`config.mk`:
```
export PLATFORM = sky130hd
export DESIGN_NAME = writeback_stage_flat
export DESIGN_NICKNAME = d
export VERILOG_FILES = /design/src/rtl/writeback_stage_if.sv /design/src/rtl/writeback_stage.sv /design/src/flat_wrapper.sv
export SDC_FILE = /design/constraint.sdc
export NUM_CORES = 1
export LEC_CHECK = 0
export ABC_AREA = 1
export CORE_MARGIN = 4
export CORE_UTILIZATION = 38
export CTS_BUF_LIST = sky130_fd_sc_hd__clkbuf_8
export DETAILED_ROUTE_END_ITERATION = 8
export PLACE_DENSITY_LB_ADDON = 0.12
export SLEW_MARGIN = 20
export SYNTH_ARGS = -nofsm -noshare
export SYNTH_HDL_FRONTEND = slang
export SYNTH_SLANG_ARGS = --single-unit
```
`constraint.sdc`:
```
create_clock -name I_CLOCK -period 2.1 [get_ports I_CLOCK]
set_input_delay 0.63 -clock I_CLOCK [delete_from_list [all_inputs] [get_ports I_CLOCK]]
set_output_delay 0.63 -clock I_CLOCK [all_outputs]
set_load 0.02 [all_outputs]
```
`src/rtl/writeback_stage_if.sv`:
```
// rtl/writeback_stage_if.sv - memory-stage result bundle and decode register-file write port
interface writeback_stage_if #(
    parameter int PC_WIDTH     = 16,
    parameter int REG_WIDTH    = 32,
    parameter int OPCODE_WIDTH = 8
);
    logic                    I_LOCK;
    logic [PC_WIDTH-1:0]     I_PC;
    logic [OPCODE_WIDTH-1:0] I_Opcode;
    logic [REG_WIDTH-1:0]    I_ALUOut;
    logic [REG_WIDTH-1:0]    I_MemOut;
    logic [3:0]              I_DestRegIdx;
    logic                    I_FetchStall;
    logic                    I_DepStall;
    logic                    O_WriteBackEnable;
    logic [3:0]              O_WriteBackRegIdx;
    logic [REG_WIDTH-1:0]    O_WriteBackData;

    modport master (
        output I_LOCK, I_PC, I_Opcode, I_ALUOut, I_MemOut, I_DestRegIdx, I_FetchStall, I_DepStall,
        input  O_WriteBackEnable, O_WriteBackRegIdx, O_WriteBackData
    );

    modport slave (
        input  I_LOCK, I_PC, I_Opcode, I_ALUOut, I_MemOut, I_DestRegIdx, I_FetchStall, I_DepStall,
        output O_WriteBackEnable, O_WriteBackRegIdx, O_WriteBackData
    );
endinterface

```
`src/rtl/writeback_stage.sv`:
```
// rtl/writeback_stage.sv - pipeline writeback stage: RF write, NZP code, HALT latch
// Optional retire/bubble counters are built only when WB_PERF_COUNTERS_EN is defined.
module writeback_stage #(
    parameter int                      PC_WIDTH     = 16,
    parameter int                      REG_WIDTH    = 32,
    parameter int                      OPCODE_WIDTH = 8,
    parameter int                      CNT_WIDTH    = 32,
    parameter logic [OPCODE_WIDTH-1:0] HALT_OPCODE  = 8'hFF,
    parameter logic [3:0]              LINK_REG     = 4'd7
) (
    input  logic                 I_CLOCK,
    input  logic                 I_RESET,
    writeback_stage_if.slave     wb,
    output logic [2:0]           O_CCode,
    output logic                 O_Halted,
    output logic [CNT_WIDTH-1:0] O_RetireCount,
    output logic [CNT_WIDTH-1:0] O_BubbleCount
);
    // Opcode encodings shared with global_def.h
    localparam logic [OPCODE_WIDTH-1:0] OP_ADD_D  = 8'h10;
    localparam logic [OPCODE_WIDTH-1:0] OP_ADDI_D = 8'h11;
    localparam logic [OPCODE_WIDTH-1:0] OP_AND_D  = 8'h12;
    localparam logic [OPCODE_WIDTH-1:0] OP_ANDI_D = 8'h13;
    localparam logic [OPCODE_WIDTH-1:0] OP_MOV    = 8'h14;
    localparam logic [OPCODE_WIDTH-1:0] OP_MOVI_D = 8'h15;
    localparam logic [OPCODE_WIDTH-1:0] OP_LDW    = 8'h20;
    localparam logic [OPCODE_WIDTH-1:0] OP_JSR    = 8'h32;
    localparam logic [OPCODE_WIDTH-1:0] OP_JSRR   = 8'h33;

    typedef enum logic {S_RUN, S_HALTED} state_t;

    state_t               state_q, state_d;
    logic                 retire;
    logic                 is_alu, is_ldw, is_link;
    logic [REG_WIDTH-1:0] pc_ext;
    logic                 wbe_q, wbe_d;
    logic [3:0]           idx_q, idx_d;
    logic [REG_WIDTH-1:0] data_q, data_d;
    logic [2:0]           cc_q, cc_d;

    assign retire = (state_q == S_RUN) && wb.I_LOCK && !wb.I_FetchStall && !wb.I_DepStall;

    always_ff @(posedge I_CLOCK) begin
        if (I_RESET) state_q <= S_RUN;
        else         state_q <= state_d;
    end

    always_comb begin
        state_d = state_q;
        if (retire && (wb.I_Opcode == HALT_OPCODE)) state_d = S_HALTED;
    end

    always_comb begin
        O_Halted = (state_q == S_HALTED);
    end

    generate
        if (PC_WIDTH >= REG_WIDTH) begin : g_pc_trunc
            assign pc_ext = wb.I_PC[REG_WIDTH-1:0];
        end else begin : g_pc_zext
            assign pc_ext = {{(REG_WIDTH-PC_WIDTH){1'b0}}, wb.I_PC};
        end
    endgenerate

    always_comb begin
        is_alu  = 1'b0;
        is_ldw  = 1'b0;
        is_link = 1'b0;
        case (wb.I_Opcode)
            OP_ADD_D, OP_ADDI_D, OP_AND_D,
            OP_ANDI_D, OP_MOV, OP_MOVI_D: is_alu  = 1'b1;
            OP_LDW:                       is_ldw  = 1'b1;
            OP_JSR, OP_JSRR:              is_link = 1'b1;
            default: ;
        endcase
    end

    // idx/data hold across non-writing cycles; CC tracks only R0-R7 writes
    always_comb begin
        wbe_d  = retire && (is_alu || is_ldw || is_link);
        idx_d  = idx_q;
        data_d = data_q;
        cc_d   = cc_q;
        if (wbe_d) begin
            idx_d  = is_link ? LINK_REG : wb.I_DestRegIdx;
            data_d = is_ldw ? wb.I_MemOut : (is_link ? pc_ext : wb.I_ALUOut);
            if (!idx_d[3]) begin
                if (data_d[REG_WIDTH-1])  cc_d = 3'b100;
                else if (data_d == '0)    cc_d = 3'b010;
                else                      cc_d = 3'b001;
            end
        end
    end

    always_ff @(posedge I_CLOCK) begin
        if (I_RESET) begin
            wbe_q  <= 1'b0;
            idx_q  <= '0;
            data_q <= '0;
            cc_q   <= '0;
        end else begin
            wbe_q  <= wbe_d;
            idx_q  <= idx_d;
            data_q <= data_d;
            cc_q   <= cc_d;
        end
    end

    assign wb.O_WriteBackEnable = wbe_q;
    assign wb.O_WriteBackRegIdx = idx_q;
    assign wb.O_WriteBackData   = data_q;
    assign O_CCode              = cc_q;

`ifdef WB_PERF_COUNTERS_EN
    localparam logic [CNT_WIDTH-1:0] CNT_ONE = 1;

    logic                 bubble;
    logic [CNT_WIDTH-1:0] ret_q, ret_d, bub_q, bub_d;

    assign bubble = (state_q == S_RUN) && wb.I_LOCK && (wb.I_FetchStall || wb.I_DepStall);

    always_comb begin
        ret_d = ret_q;
        bub_d = bub_q;
        if (retire && (ret_q != '1)) ret_d = ret_q + CNT_ONE;
        if (bubble && (bub_q != '1)) bub_d = bub_q + CNT_ONE;
    end

    always_ff @(posedge I_CLOCK) begin
        if (I_RESET) begin
            ret_q <= '0;
            bub_q <= '0;
        end else begin
            ret_q <= ret_d;
            bub_q <= bub_d;
        end
    end

    assign O_RetireCount = ret_q;
    assign O_BubbleCount = bub_q;
`else
    assign O_RetireCount = '0;
    assign O_BubbleCount = '0;
`endif
endmodule
```
`src/flat_wrapper.sv`:
```
// flat-port wrapper written by rule: the top's interface ports become plain ports
module writeback_stage_flat 
#(
    parameter int                      PC_WIDTH     = 16,
    parameter int                      REG_WIDTH    = 32,
    parameter int                      OPCODE_WIDTH = 8,
    parameter int                      CNT_WIDTH    = 32,
    parameter logic [OPCODE_WIDTH-1:0] HALT_OPCODE  = 8'hFF,
    parameter logic [3:0]              LINK_REG     = 4'd7
)
  (I_CLOCK, I_RESET, O_CCode, O_Halted, O_RetireCount, O_BubbleCount, wb_I_LOCK, wb_I_PC, wb_I_Opcode, wb_I_ALUOut, wb_I_MemOut, wb_I_DestRegIdx, wb_I_FetchStall, wb_I_DepStall, wb_O_WriteBackEnable, wb_O_WriteBackRegIdx, wb_O_WriteBackData);
  writeback_stage_if #(.PC_WIDTH(PC_WIDTH), .REG_WIDTH(REG_WIDTH), .OPCODE_WIDTH(OPCODE_WIDTH)) wb_i ();
  input  logic I_CLOCK;
  input  logic I_RESET;
  output logic [2:0] O_CCode;
  output logic O_Halted;
  output logic [CNT_WIDTH-1:0] O_RetireCount;
  output logic [CNT_WIDTH-1:0] O_BubbleCount;
  input wire logic [$bits(wb_i.I_LOCK)-1:0] wb_I_LOCK;
  input wire logic [$bits(wb_i.I_PC)-1:0] wb_I_PC;
  input wire logic [$bits(wb_i.I_Opcode)-1:0] wb_I_Opcode;
  input wire logic [$bits(wb_i.I_ALUOut)-1:0] wb_I_ALUOut;
  input wire logic [$bits(wb_i.I_MemOut)-1:0] wb_I_MemOut;
  input wire logic [$bits(wb_i.I_DestRegIdx)-1:0] wb_I_DestRegIdx;
  input wire logic [$bits(wb_i.I_FetchStall)-1:0] wb_I_FetchStall;
  input wire logic [$bits(wb_i.I_DepStall)-1:0] wb_I_DepStall;
  output wire logic [$bits(wb_i.O_WriteBackEnable)-1:0] wb_O_WriteBackEnable;
  output wire logic [$bits(wb_i.O_WriteBackRegIdx)-1:0] wb_O_WriteBackRegIdx;
  output wire logic [$bits(wb_i.O_WriteBackData)-1:0] wb_O_WriteBackData;
  assign wb_i.I_LOCK = wb_I_LOCK;
  assign wb_i.I_PC = wb_I_PC;
  assign wb_i.I_Opcode = wb_I_Opcode;
  assign wb_i.I_ALUOut = wb_I_ALUOut;
  assign wb_i.I_MemOut = wb_I_MemOut;
  assign wb_i.I_DestRegIdx = wb_I_DestRegIdx;
  assign wb_i.I_FetchStall = wb_I_FetchStall;
  assign wb_i.I_DepStall = wb_I_DepStall;
  assign wb_O_WriteBackEnable = wb_i.O_WriteBackEnable;
  assign wb_O_WriteBackRegIdx = wb_i.O_WriteBackRegIdx;
  assign wb_O_WriteBackData = wb_i.O_WriteBackData;
  writeback_stage #(.PC_WIDTH(PC_WIDTH), .REG_WIDTH(REG_WIDTH), .OPCODE_WIDTH(OPCODE_WIDTH), .CNT_WIDTH(CNT_WIDTH), .HALT_OPCODE(HALT_OPCODE), .LINK_REG(LINK_REG)) u_core (.I_CLOCK(I_CLOCK), .I_RESET(I_RESET), .wb(wb_i), .O_CCode(O_CCode), .O_Halted(O_Halted), .O_RetireCount(O_RetireCount), .O_BubbleCount(O_BubbleCount));
endmodule
```
==> results of run 1 <==
-- registers in the layout, indices dropped and copies added (netlist names) --
name / count
u_core.O_CCode: 3
u_core.wb.O_WriteBackRegIdx: 4
u_core.wb.O_WriteBackData: 32
u_core.wb.O_WriteBackEnable: 1
u_core.O_Halted: 1
-- final cells by class --
| class | instances | area share [%] |
|---|---|---|
| Sequential cell | 41 | 15.5 |
| Inverter | 36 | 2.61 |
| Tap cell | 102 | 2.42 |
| Multi-Input combinational cell | 406 | 37.7 |
| Clock inverter | 2 | 0.663 |
| Timing Repair Buffer | 216 | 39.8 |
| Clock buffer | 5 | 1.30 |
-- power by group --
group          total, mW  switching [mW]  internal [mW]  leakage, nW
clock              0.607           0.261          0.346       0.0540
sequential         0.782         0.00180          0.780        0.330
combinational      0.562           0.284          0.278         2.14
-- kinds of logic after synthesis --
family                 synth area share (%)
AO/OA/AOI/OAI                          11.5
buffers and inverters                  23.7
flip-flops                             26.0
other                                 0.119
AND/OR/NAND/NOR                        38.7
-- worst register-to-register path, delay by kind of cell, from the launching register on --
kind            cells  cell delay (ns)
buf+inv             3             0.43
flops               1             0.31
compound gates      2             0.22
simple gates        3             0.46
-- timing repair --
item                                    in CTS  in global routing
endpoints found under the setup margin      38                 35
pin swaps                                   21                 26
gates resized for setup                     43                 49
cloned                                       2                  2
setup buffers                               15                  8
-- placed cells by master (no fill, tap or decap), types with 7 or more instances in the layout --
master and instances:
sky130_fd_sc_hd__nand3b_1 15, sky130_fd_sc_hd__inv_2 8, sky130_fd_sc_hd__o21ai_0 19, sky130_fd_sc_hd__conb_1 64, sky130_fd_sc_hd__nand2_2 16, sky130_fd_sc_hd__nor2_2 9
sky130_fd_sc_hd__buf_12 9, sky130_fd_sc_hd__nand3_1 34, sky130_fd_sc_hd__a21oi_1 21, sky130_fd_sc_hd__dfxtp_1 41, sky130_fd_sc_hd__inv_1 27, sky130_fd_sc_hd__a211oi_1 16
sky130_fd_sc_hd__nand2_1 138, sky130_fd_sc_hd__clkdlybuf4s50_1 129, sky130_fd_sc_hd__clkbuf_2 7, sky130_fd_sc_hd__buf_6 7, sky130_fd_sc_hd__buf_4 61, sky130_fd_sc_hd__nor2_1 42
-- routing by layer --
layer	track usage (%)	part of all wire (%)	routed length [um]	vias to the layer above
met1	24.2	41	4350	1653
met4	3.78	1.3	139	0
met5	0	0	0	-
met2	36.5	51	5520	132
met3	3.93	6.7	716	10
li1	-	-	-	1884
-- metrics by stage --
step | area, um^2 | TNS [ns] | utilization (%) | instances
after floorplan | 3390 | 0 | - | 572
after global placement | 4750 | -16.09 | 60.2 | 776
after detailed placement | 4750 | -17.63 | 60.2 | 776
after CTS | 5120 | 0 | 65.0 | 800
after global routing | 5280 | -0.0195 | 67.0 | 808
final | 5280 | 0 | 67.0 | 808
-- final timing paths --
check,start,endpoint,slack [ns]
hold reg to reg,u_core.O_CCode[2]$_SDFFE_PP0P_,u_core.O_CCode[2]$_SDFFE_PP0P_,0.45
setup / recovery,wb_I_Opcode[0],u_core.O_CCode[0]$_SDFFE_PP0P_,0.10
hold / removal,u_core.O_CCode[2]$_SDFFE_PP0P_,u_core.O_CCode[2]$_SDFFE_PP0P_,0.45
setup reg to reg,u_core.O_Halted$_SDFFE_PP0P_,u_core.wb.O_WriteBackData[7]$_SDFFE_PP0P_,0.62
==> flow_summary.html, run 1 <==
<table>
<tr><th>Metric</th><th>Value</th></tr>
<tr><th colspan="2">Critical path</th></tr>
<tr><td>Delay contributed by the slowest stage of the critical path</td><td>roughly 0.20 ns</td></tr>
<tr><td>Startpoint-to-endpoint class of the critical path</td><td>primary input to flop</td></tr>
<tr><td>Largest fanout of any net on the critical path</td><td>5</td></tr>
<tr><td>Endpoint required time on the critical path</td><td>between 2 and 2.5 ns</td></tr>
<tr><td>Kind of end point of the critical path</td><td>flop</td></tr>
<tr><td>Crit-path cells</td><td>clkdlybuf4s15_1 -&gt; inv_2 -&gt; nand2_2 -&gt; nor2_4 -&gt; nand2_8 -&gt; buf_12 -&gt; or2_0 -&gt; nand2_1 -&gt; nand2_2 -&gt; inv_2 -&gt; nand2_2 -&gt; nor2_1 -&gt; nand3_1 -&gt; nand2_1 -&gt; nand2_1</td></tr>
<tr><td>Critical Path Start Type</td><td>primary input</td></tr>
<tr><td>Path depth of the worst reg2reg path</td><td>8</td></tr>
<tr><td>Critical path arrival</td><td>roughly 2.2 ns</td></tr>
<tr><td>Cell count along the critical path</td><td>15</td></tr>
<tr><td>Top delay family on crit path</td><td>simple AND/OR/NAND/NOR gates</td></tr>
<tr><td>Slowest-stage cell, CP</td><td>sky130_fd_sc_hd__or2_0</td></tr>
<tr><td>Sum of buffers and inverters on the critical path</td><td>4</td></tr>
<tr><th colspan="2">Place</th></tr>
<tr><td>Dpl ws</td><td>-0.619 ns</td></tr>
<tr><td>Last weighted congestion value of the routability-driven placer</td><td>between 0.8 and 0.9</td></tr>
<tr><td>HPWL after detailed placement</td><td>7970 um</td></tr>
<tr><td>Port-buffer cells</td><td>roughly 140</td></tr>
<tr><th colspan="2">Synth</th></tr>
<tr><td>Ys flop type</td><td>sky130_fd_sc_hd__dfxtp_1</td></tr>
<tr><td>Async set-reset flop share out of synthesis</td><td>0%</td></tr>
<tr><td>Post-synthesis sequential area ratio</td><td>26.0%</td></tr>
<tr><td>Top cells by area in the synthesized netlist</td><td>sky130_fd_sc_hd__dfxtp_1, sky130_fd_sc_hd__nand2_1, sky130_fd_sc_hd__buf_4</td></tr>
<tr><td>Number of synthesized flops with an enable pin</td><td>0</td></tr>
<tr><td>Synthesized area per cell</td><td>approximately 6.2 um^2</td></tr>
<tr><td>Number of synthesized register bits</td><td>between 40 and 50</td></tr>
<tr><td>Top-area cell type share of the netlist area</td><td>26.0%</td></tr>
<tr><td>Most frequently used cell type in the post-synthesis netlist</td><td>sky130_fd_sc_hd__nand2_1</td></tr>
<tr><td>Netlist Area Pre-Place</td><td>between 0.003 and 0.004 mm^2</td></tr>
<tr><td>Most instantiated cells after synthesis</td><td>sky130_fd_sc_hd__nand2_1, sky130_fd_sc_hd__buf_4, sky130_fd_sc_hd__nor2_1</td></tr>
<tr><td>Number of unique standard cell types used by synthesis</td><td>27</td></tr>
<tr><td>Yosys top cell by area</td><td>sky130_fd_sc_hd__dfxtp_1</td></tr>
<tr><td>Count of mapped cells out of synthesis</td><td>a little over 500</td></tr>
<tr><td>Yosys warns</td><td>0</td></tr>
<tr><th colspan="2">Clock tree</th></tr>
<tr><td>Number of sinks handled by clock tree synthesis</td><td>41</td></tr>
<tr><td>Inserted Clock Buffers</td><td>5</td></tr>
<tr><td>CTS H-tree lvls</td><td>2</td></tr>
<tr><td>Buffers from clock root to sink, at most</td><td>2</td></tr>
<tr><td>Later-pin clock latency in the skew report</td><td>between 0.2 and 0.3 ns</td></tr>
<tr><td>Clk pin slew, worst setup/hold paths</td><td>about 0.080 ns</td></tr>
<tr><td>CTS tree</td><td>done</td></tr>
<tr><td>Clock tree root driver cell</td><td>sky130_fd_sc_hd__clkbuf_8</td></tr>
<tr><td>Hold buffer count at cts</td><td>0</td></tr>
<tr><th colspan="2">Timing</th></tr>
<tr><td>Fraction of the cycle the final worst path needs</td><td>a little over nine tenths</td></tr>
<tr><td>Peak Freq</td><td>501 MHz</td></tr>
<tr><td>Pins Over Slew Limit</td><td>0</td></tr>
<tr><td>Hold_ws</td><td>approximately 0.45 ns</td></tr>
<tr><td>Final setup vio count</td><td>0</td></tr>
<tr><td>Clock period minus final worst setup slack</td><td>between 1.5 and 2 ns</td></tr>
<tr><td>Number of failing hold endpoints at the final stage</td><td>0</td></tr>
<tr><td>Final setup skew</td><td>about 0.0052 ns</td></tr>
<tr><td>Setup slack after layout</td><td>around 0.1 ns</td></tr>
<tr><th colspan="2">Pwr</th></tr>
<tr><td>Peak VDD IR</td><td>between 0.2 and 0.3 mV</td></tr>
<tr><td>Total power consumption of the routed design</td><td>just under 2 mW</td></tr>
<tr><td>Leakage power summed over all cells</td><td>about 2.5 nW</td></tr>
<tr><td>Power per standard cell area</td><td>around 370 mW/mm^2</td></tr>
<tr><th colspan="2">Routing</th></tr>
<tr><td>Total via count in the routed design</td><td>approximately 3700</td></tr>
<tr><td>DRC</td><td>0</td></tr>
<tr><td>Drt first pass iters</td><td>6</td></tr>
<tr><td>Wire per inst</td><td>around 13 um</td></tr>
<tr><td>WL final</td><td>around 11000 um</td></tr>
<tr><td>Drt via density</td><td>4.55</td></tr>
<tr><td>Drt first-iter violations</td><td>123</td></tr>
<tr><td>Number of nets with antenna violations after detailed routing</td><td>0</td></tr>
<tr><th colspan="2">Finish</th></tr>
<tr><td>Total area of multi-input combinational cells</td><td>a little under 0.002 mm^2</td></tr>
<tr><td>Layout cell share with drive strength beyond 1</td><td>20.5%</td></tr>
<tr><td>Area growth, synth to finish</td><td>67.3%</td></tr>
<tr><td>Net total in the final layout</td><td>between 800 and 900</td></tr>
<tr><td>Antenna fix cells</td><td>0</td></tr>
<tr><td>Fill cell count</td><td>720</td></tr>
<tr><td>Register area</td><td>821 um^2</td></tr>
<tr><th colspan="2">Min path</th></tr>
<tr><td>Worst Hold Path Cells</td><td>2</td></tr>
<tr><td>Class of the most critical hold timing path</td><td>flop to flop</td></tr>
<tr><th colspan="2">Die</th></tr>
<tr><td>Core Region</td><td>around 0.0079 mm^2</td></tr>
<tr><td>Area of the die</td><td>0.00983 mm^2</td></tr>
<tr><td>Die boundary height</td><td>99.2 um</td></tr>
<tr><td>Horiz. Die Dim</td><td>around 100 um</td></tr>
<tr><td>Effective utilization at floorplan</td><td>~40%</td></tr>
<tr><td>Ports placed on the boundary</td><td>just over 200</td></tr>
<tr><td>Rows</td><td>32</td></tr>
<tr><th colspan="2">Run status</th></tr>
<tr><td>Result of the run</td><td>finished clean</td></tr>
<tr><th colspan="2">Global route</th></tr>
<tr><td>Pin count of the biggest net entering global routing</td><td>33</td></tr>
<tr><td>All-layer global routing usage</td><td>19.9%</td></tr>
<tr><td>Number of antenna violations at the first check in global routing</td><td>0</td></tr>
<tr><td>Via count of the first global-routing pass</td><td>between 3000 and 4000</td></tr>
<tr><td>GRT Residual Overflow</td><td>0</td></tr>
<tr><td>Global-route wire length before repair</td><td>roughly 16000 um</td></tr>
<tr><th colspan="2">Flow run</th></tr>
<tr><td>Max capacitance violation total</td><td>0</td></tr>
</table>
(Power assumes the default switching activity.)
==> inputs of run 2 (changes only) <==
- REMOVE_ABC_BUFFERS: unset -> 1
==> run 2 against run 1 <==
Hold slack improved by 0.0058 ns. Sequential share of layout area fell by 0.16 points. Design area increased by 1.1%. Maximum frequency shrank 0.70%. Count of clock-buffer cells in the layout did not move. Worst setup slack worse by 0.014 ns. Die area stayed put. Combinational power barely moved. Final cell count increased by 0.37%. Global-route usage grew 0.15 points. Critical path depth is 1 lower. Largest cell class unchanged.
==> flow_summary.html, run 2 (synthesis gave the netlist of run 1 again) <==
<table>
<tr><th>Metric</th><th>Value</th></tr>
<tr><th colspan="2">Timing</th></tr>
<tr><td>Setup slack after layout</td><td>between 0.08 and 0.09 ns</td></tr>
<tr><td>Setup Total Neg Slack</td><td>0 ns</td></tr>
<tr><td>Number of failing hold endpoints at the final stage</td><td>0</td></tr>
<tr><td>Peak Freq</td><td>just under 500 MHz</td></tr>
<tr><td>Final setup skew</td><td>between 0.009 and 0.01 ns</td></tr>
<tr><td>Pins Over Slew Limit</td><td>0</td></tr>
<tr><td>Fraction of the cycle the final worst path needs</td><td>~96%</td></tr>
<tr><td>Clock period minus final worst setup slack</td><td>just over 2 ns</td></tr>
<tr><td>Final setup vio count</td><td>0</td></tr>
<tr><td>Setup repair after global routing missed its margin</td><td>false</td></tr>
<tr><th colspan="2">Die</th></tr>
<tr><td>Die boundary height</td><td>slightly below 100 um</td></tr>
<tr><td>Horiz. Die Dim</td><td>99.2 um</td></tr>
<tr><td>Ports placed on the boundary</td><td>a little over 200</td></tr>
<tr><td>Area of the die</td><td>slightly below 0.01 mm^2</td></tr>
<tr><td>Effective utilization at floorplan</td><td>about two fifths</td></tr>
<tr><td>Rows</td><td>32</td></tr>
<tr><td>Core Region</td><td>a little under 0.008 mm^2</td></tr>
<tr><th colspan="2">Pwr</th></tr>
<tr><td>Power per standard cell area</td><td>349 mW/mm^2</td></tr>
<tr><td>Proportion of power drawn by combinational gates</td><td>30.3%</td></tr>
<tr><td>Internal power</td><td>around 1.3 mW</td></tr>
<tr><td>Share of total power in the clock network</td><td>approximately 28%</td></tr>
<tr><td>Leakage power summed over all cells</td><td>roughly 2.5 nW</td></tr>
<tr><td>Power share of the sequential group</td><td>around two fifths</td></tr>
<tr><td>Switching power</td><td>roughly 580 uW</td></tr>
<tr><td>Total power consumption of the routed design</td><td>1.87 mW</td></tr>
<tr><td>Peak VDD IR</td><td>between 0.2 and 0.25 mV</td></tr>
<tr><td>Switching share of total power</td><td>between 30 and 40%</td></tr>
<tr><th colspan="2">Routing</th></tr>
<tr><td>Total via count in the routed design</td><td>3734</td></tr>
<tr><td>Drt first-iter violations</td><td>~130</td></tr>
<tr><td>Drt via density</td><td>between 4 and 5</td></tr>
<tr><td>Drt first pass iters</td><td>4</td></tr>
<tr><td>Number of nets with antenna violations after detailed routing</td><td>0</td></tr>
<tr><td>Wire per inst</td><td>approximately 14 um</td></tr>
<tr><td>DRC</td><td>0</td></tr>
<tr><td>WL final</td><td>11000 um</td></tr>
<tr><th colspan="2">Critical path</th></tr>
<tr><td>Endpoint required time on the critical path</td><td>roughly 2.3 ns</td></tr>
<tr><td>Critical path arrival</td><td>about 2.2 ns</td></tr>
<tr><td>Sum of buffers and inverters on the critical path</td><td>3</td></tr>
<tr><td>Delay contributed by the slowest stage of the critical path</td><td>~0.21 ns</td></tr>
<tr><td>Top delay family on crit path</td><td>simple AND/OR/NAND/NOR gates</td></tr>
<tr><td>Most frequent CP cell</td><td>sky130_fd_sc_hd__nand2_2</td></tr>
<tr><td>Critical Path Start Type</td><td>primary input</td></tr>
<tr><td>Kind of end point of the critical path</td><td>flop</td></tr>
<tr><td>Largest fanout of any net on the critical path</td><td>7</td></tr>
<tr><td>Slowest-stage cell, CP</td><td>sky130_fd_sc_hd__nor2_4</td></tr>
<tr><td>Crit-path cells</td><td>clkbuf_2 -&gt; inv_2 -&gt; nand2_2 -&gt; nor2_4 -&gt; nand2_8 -&gt; buf_8 -&gt; a21oi_4 -&gt; nand2_2 -&gt; nor2_4 -&gt; nand2_2 -&gt; nor2_2 -&gt; nand3_1 -&gt; nand2_1 -&gt; nand2_1</td></tr>
<tr><td>Startpoint-to-endpoint class of the critical path</td><td>primary input to flop</td></tr>
<tr><th colspan="2">Finish</th></tr>
<tr><td>Most common cell after layout, fill and taps aside</td><td>sky130_fd_sc_hd__nand2_1</td></tr>
<tr><td>Post-route cell area</td><td>roughly 0.0053 mm^2</td></tr>
<tr><td>Layout cell share with drive strength beyond 1</td><td>21.3%</td></tr>
<tr><td>Area growth, synth to finish</td><td>69.1%</td></tr>
<tr><td>Number of flip-flops under the largest register name</td><td>32</td></tr>
<tr><td>Net total in the final layout</td><td>a little over 800</td></tr>
<tr><td>Antenna fix cells</td><td>0</td></tr>
<tr><td>Commonest non-fill, non-tap cells in the layout</td><td>sky130_fd_sc_hd__nand2_1, sky130_fd_sc_hd__clkdlybuf4s50_1, sky130_fd_sc_hd__conb_1, sky130_fd_sc_hd__buf_4, sky130_fd_sc_hd__dfxtp_1</td></tr>
<tr><th colspan="2">Global route</th></tr>
<tr><td>Via count of the first global-routing pass</td><td>3560</td></tr>
<tr><td>Global-route wire length before repair</td><td>between 15000 and 20000 um</td></tr>
<tr><td>All-layer global routing usage</td><td>about a fifth</td></tr>
<tr><td>GRT Residual Overflow</td><td>0</td></tr>
<tr><td>Number of antenna violations at the first check in global routing</td><td>0</td></tr>
<tr><td>Pin count of the biggest net entering global routing</td><td>26</td></tr>
<tr><th colspan="2">Place</th></tr>
<tr><td>HPWL after detailed placement</td><td>between 7000 and 8000 um</td></tr>
<tr><td>Port-buffer cells</td><td>~140</td></tr>
<tr><td>Dpl ws</td><td>-0.633 ns</td></tr>
<tr><td>Last weighted congestion value of the routability-driven placer</td><td>just under 0.9</td></tr>
<tr><td>Placement-stage cell area</td><td>just under 0.005 mm^2</td></tr>
<tr><th colspan="2">Clock tree</th></tr>
<tr><td>Clk pin slew, worst setup/hold paths</td><td>0.09 ns</td></tr>
<tr><td>Clock tree root driver cell</td><td>sky130_fd_sc_hd__clkbuf_8</td></tr>
<tr><td>Number of sinks handled by clock tree synthesis</td><td>about 40</td></tr>
<tr><td>CTS tree</td><td>done</td></tr>
<tr><td>CTS H-tree lvls</td><td>2</td></tr>
<tr><td>Buffers from clock root to sink, at most</td><td>2</td></tr>
<tr><td>Later-pin clock latency in the skew report</td><td>around 0.29 ns</td></tr>
<tr><td>Inserted Clock Buffers</td><td>5</td></tr>
<tr><th colspan="2">Min path</th></tr>
<tr><td>Class of the most critical hold timing path</td><td>flop to flop</td></tr>
<tr><th colspan="2">Flow run</th></tr>
<tr><td>Max capacitance violation total</td><td>0</td></tr>
<tr><th colspan="2">Run status</th></tr>
<tr><td>Result of the run</td><td>finished clean</td></tr>
</table>
==> run 2: area by class of cell <==
type	instances	area [um^2]
clock buffer	5	68.8
clock inverter	3	13.8
fill	692	2550
inverter	36	140
multi-input combinational	406	2010
sequential	41	821
tap	102	128
timing repair buffer	218	2160
==> run 2: power groups by stage <==
stage	registers (mW)	clock network, mW	logic, mW
6_report	0.782	0.518	0.565
5_1_grt	0.782	0.562	0.611
4_1_cts	0.782	0.534	0.526
3_5_place_dp	0.800	0	0.519
3_3_place_gp	0.800	0	0.517
2_1_floorplan	0.804	0	0.219
==> run 2: worst min-delay path, stage by stage, from the launching register on <==
cell	delay [ns]
sky130_fd_sc_hd__dfxtp_1	0.32
sky130_fd_sc_hd__inv_1	0.05
sky130_fd_sc_hd__a21oi_1	0.05
==> run 2: final timing paths <==
kind / startpoint / depth (start not counted) / slack [ns] / to
setup reg to reg: u_core.O_Halted$_SDFFE_PP0P_ / 8 / 0.62 / u_core.wb.O_WriteBackData[13]$_SDFFE_PP0P_
hold / removal: u_core.O_CCode[2]$_SDFFE_PP0P_ / 2 / 0.45 / u_core.O_CCode[2]$_SDFFE_PP0P_
hold reg to reg: u_core.O_CCode[2]$_SDFFE_PP0P_ / 2 / 0.45 / u_core.O_CCode[2]$_SDFFE_PP0P_
setup / recovery: wb_I_Opcode[1] / 14 / 0.09 / u_core.O_CCode[0]$_SDFFE_PP0P_
==> run 2: metrics by stage <==
stage | util [%] | std cells | hold WS (ns)
global route | 67.7 | 811 | 0.469
global placement | 61.2 | 786 | 0.429
detailed placement | 61.2 | 786 | 0.441
CTS | 63.9 | 801 | 0.453
floorplan | - | 483 | 0.518
finish | 67.7 | 811 | 0.451
==> run 2: timing repair <==
item / in CTS / in global routing
pin swaps: 6 / 31
hold buffers: 0 / 0
setup buffers: 5 / 7
endpoints found under the setup margin: 39 / 36
gates resized for setup: 24 / 74
cloned: 2 / 3
==> run 2: layer usage <==
layer | routed length (um) | part of all wire (%) | track usage (%) | vias to the layer above
met3 | 1120 | 10 | 5.61 | 10
li1 | - | - | - | 1890
met1 | 4360 | 40 | 25.0 | 1659
met4 | 113 | 1.0 | 3.99 | 0
met2 | 5360 | 49 | 34.7 | 175
met5 | 0 | 0 | 0 | -
==> inputs of run 3 (changes only) <==
- ABC_CLOCK_PERIOD_IN_PS: unset -> 2100
==> results of run 3 <==
Same layout as run 2: the final DEF is identical, and so are final timing and power.
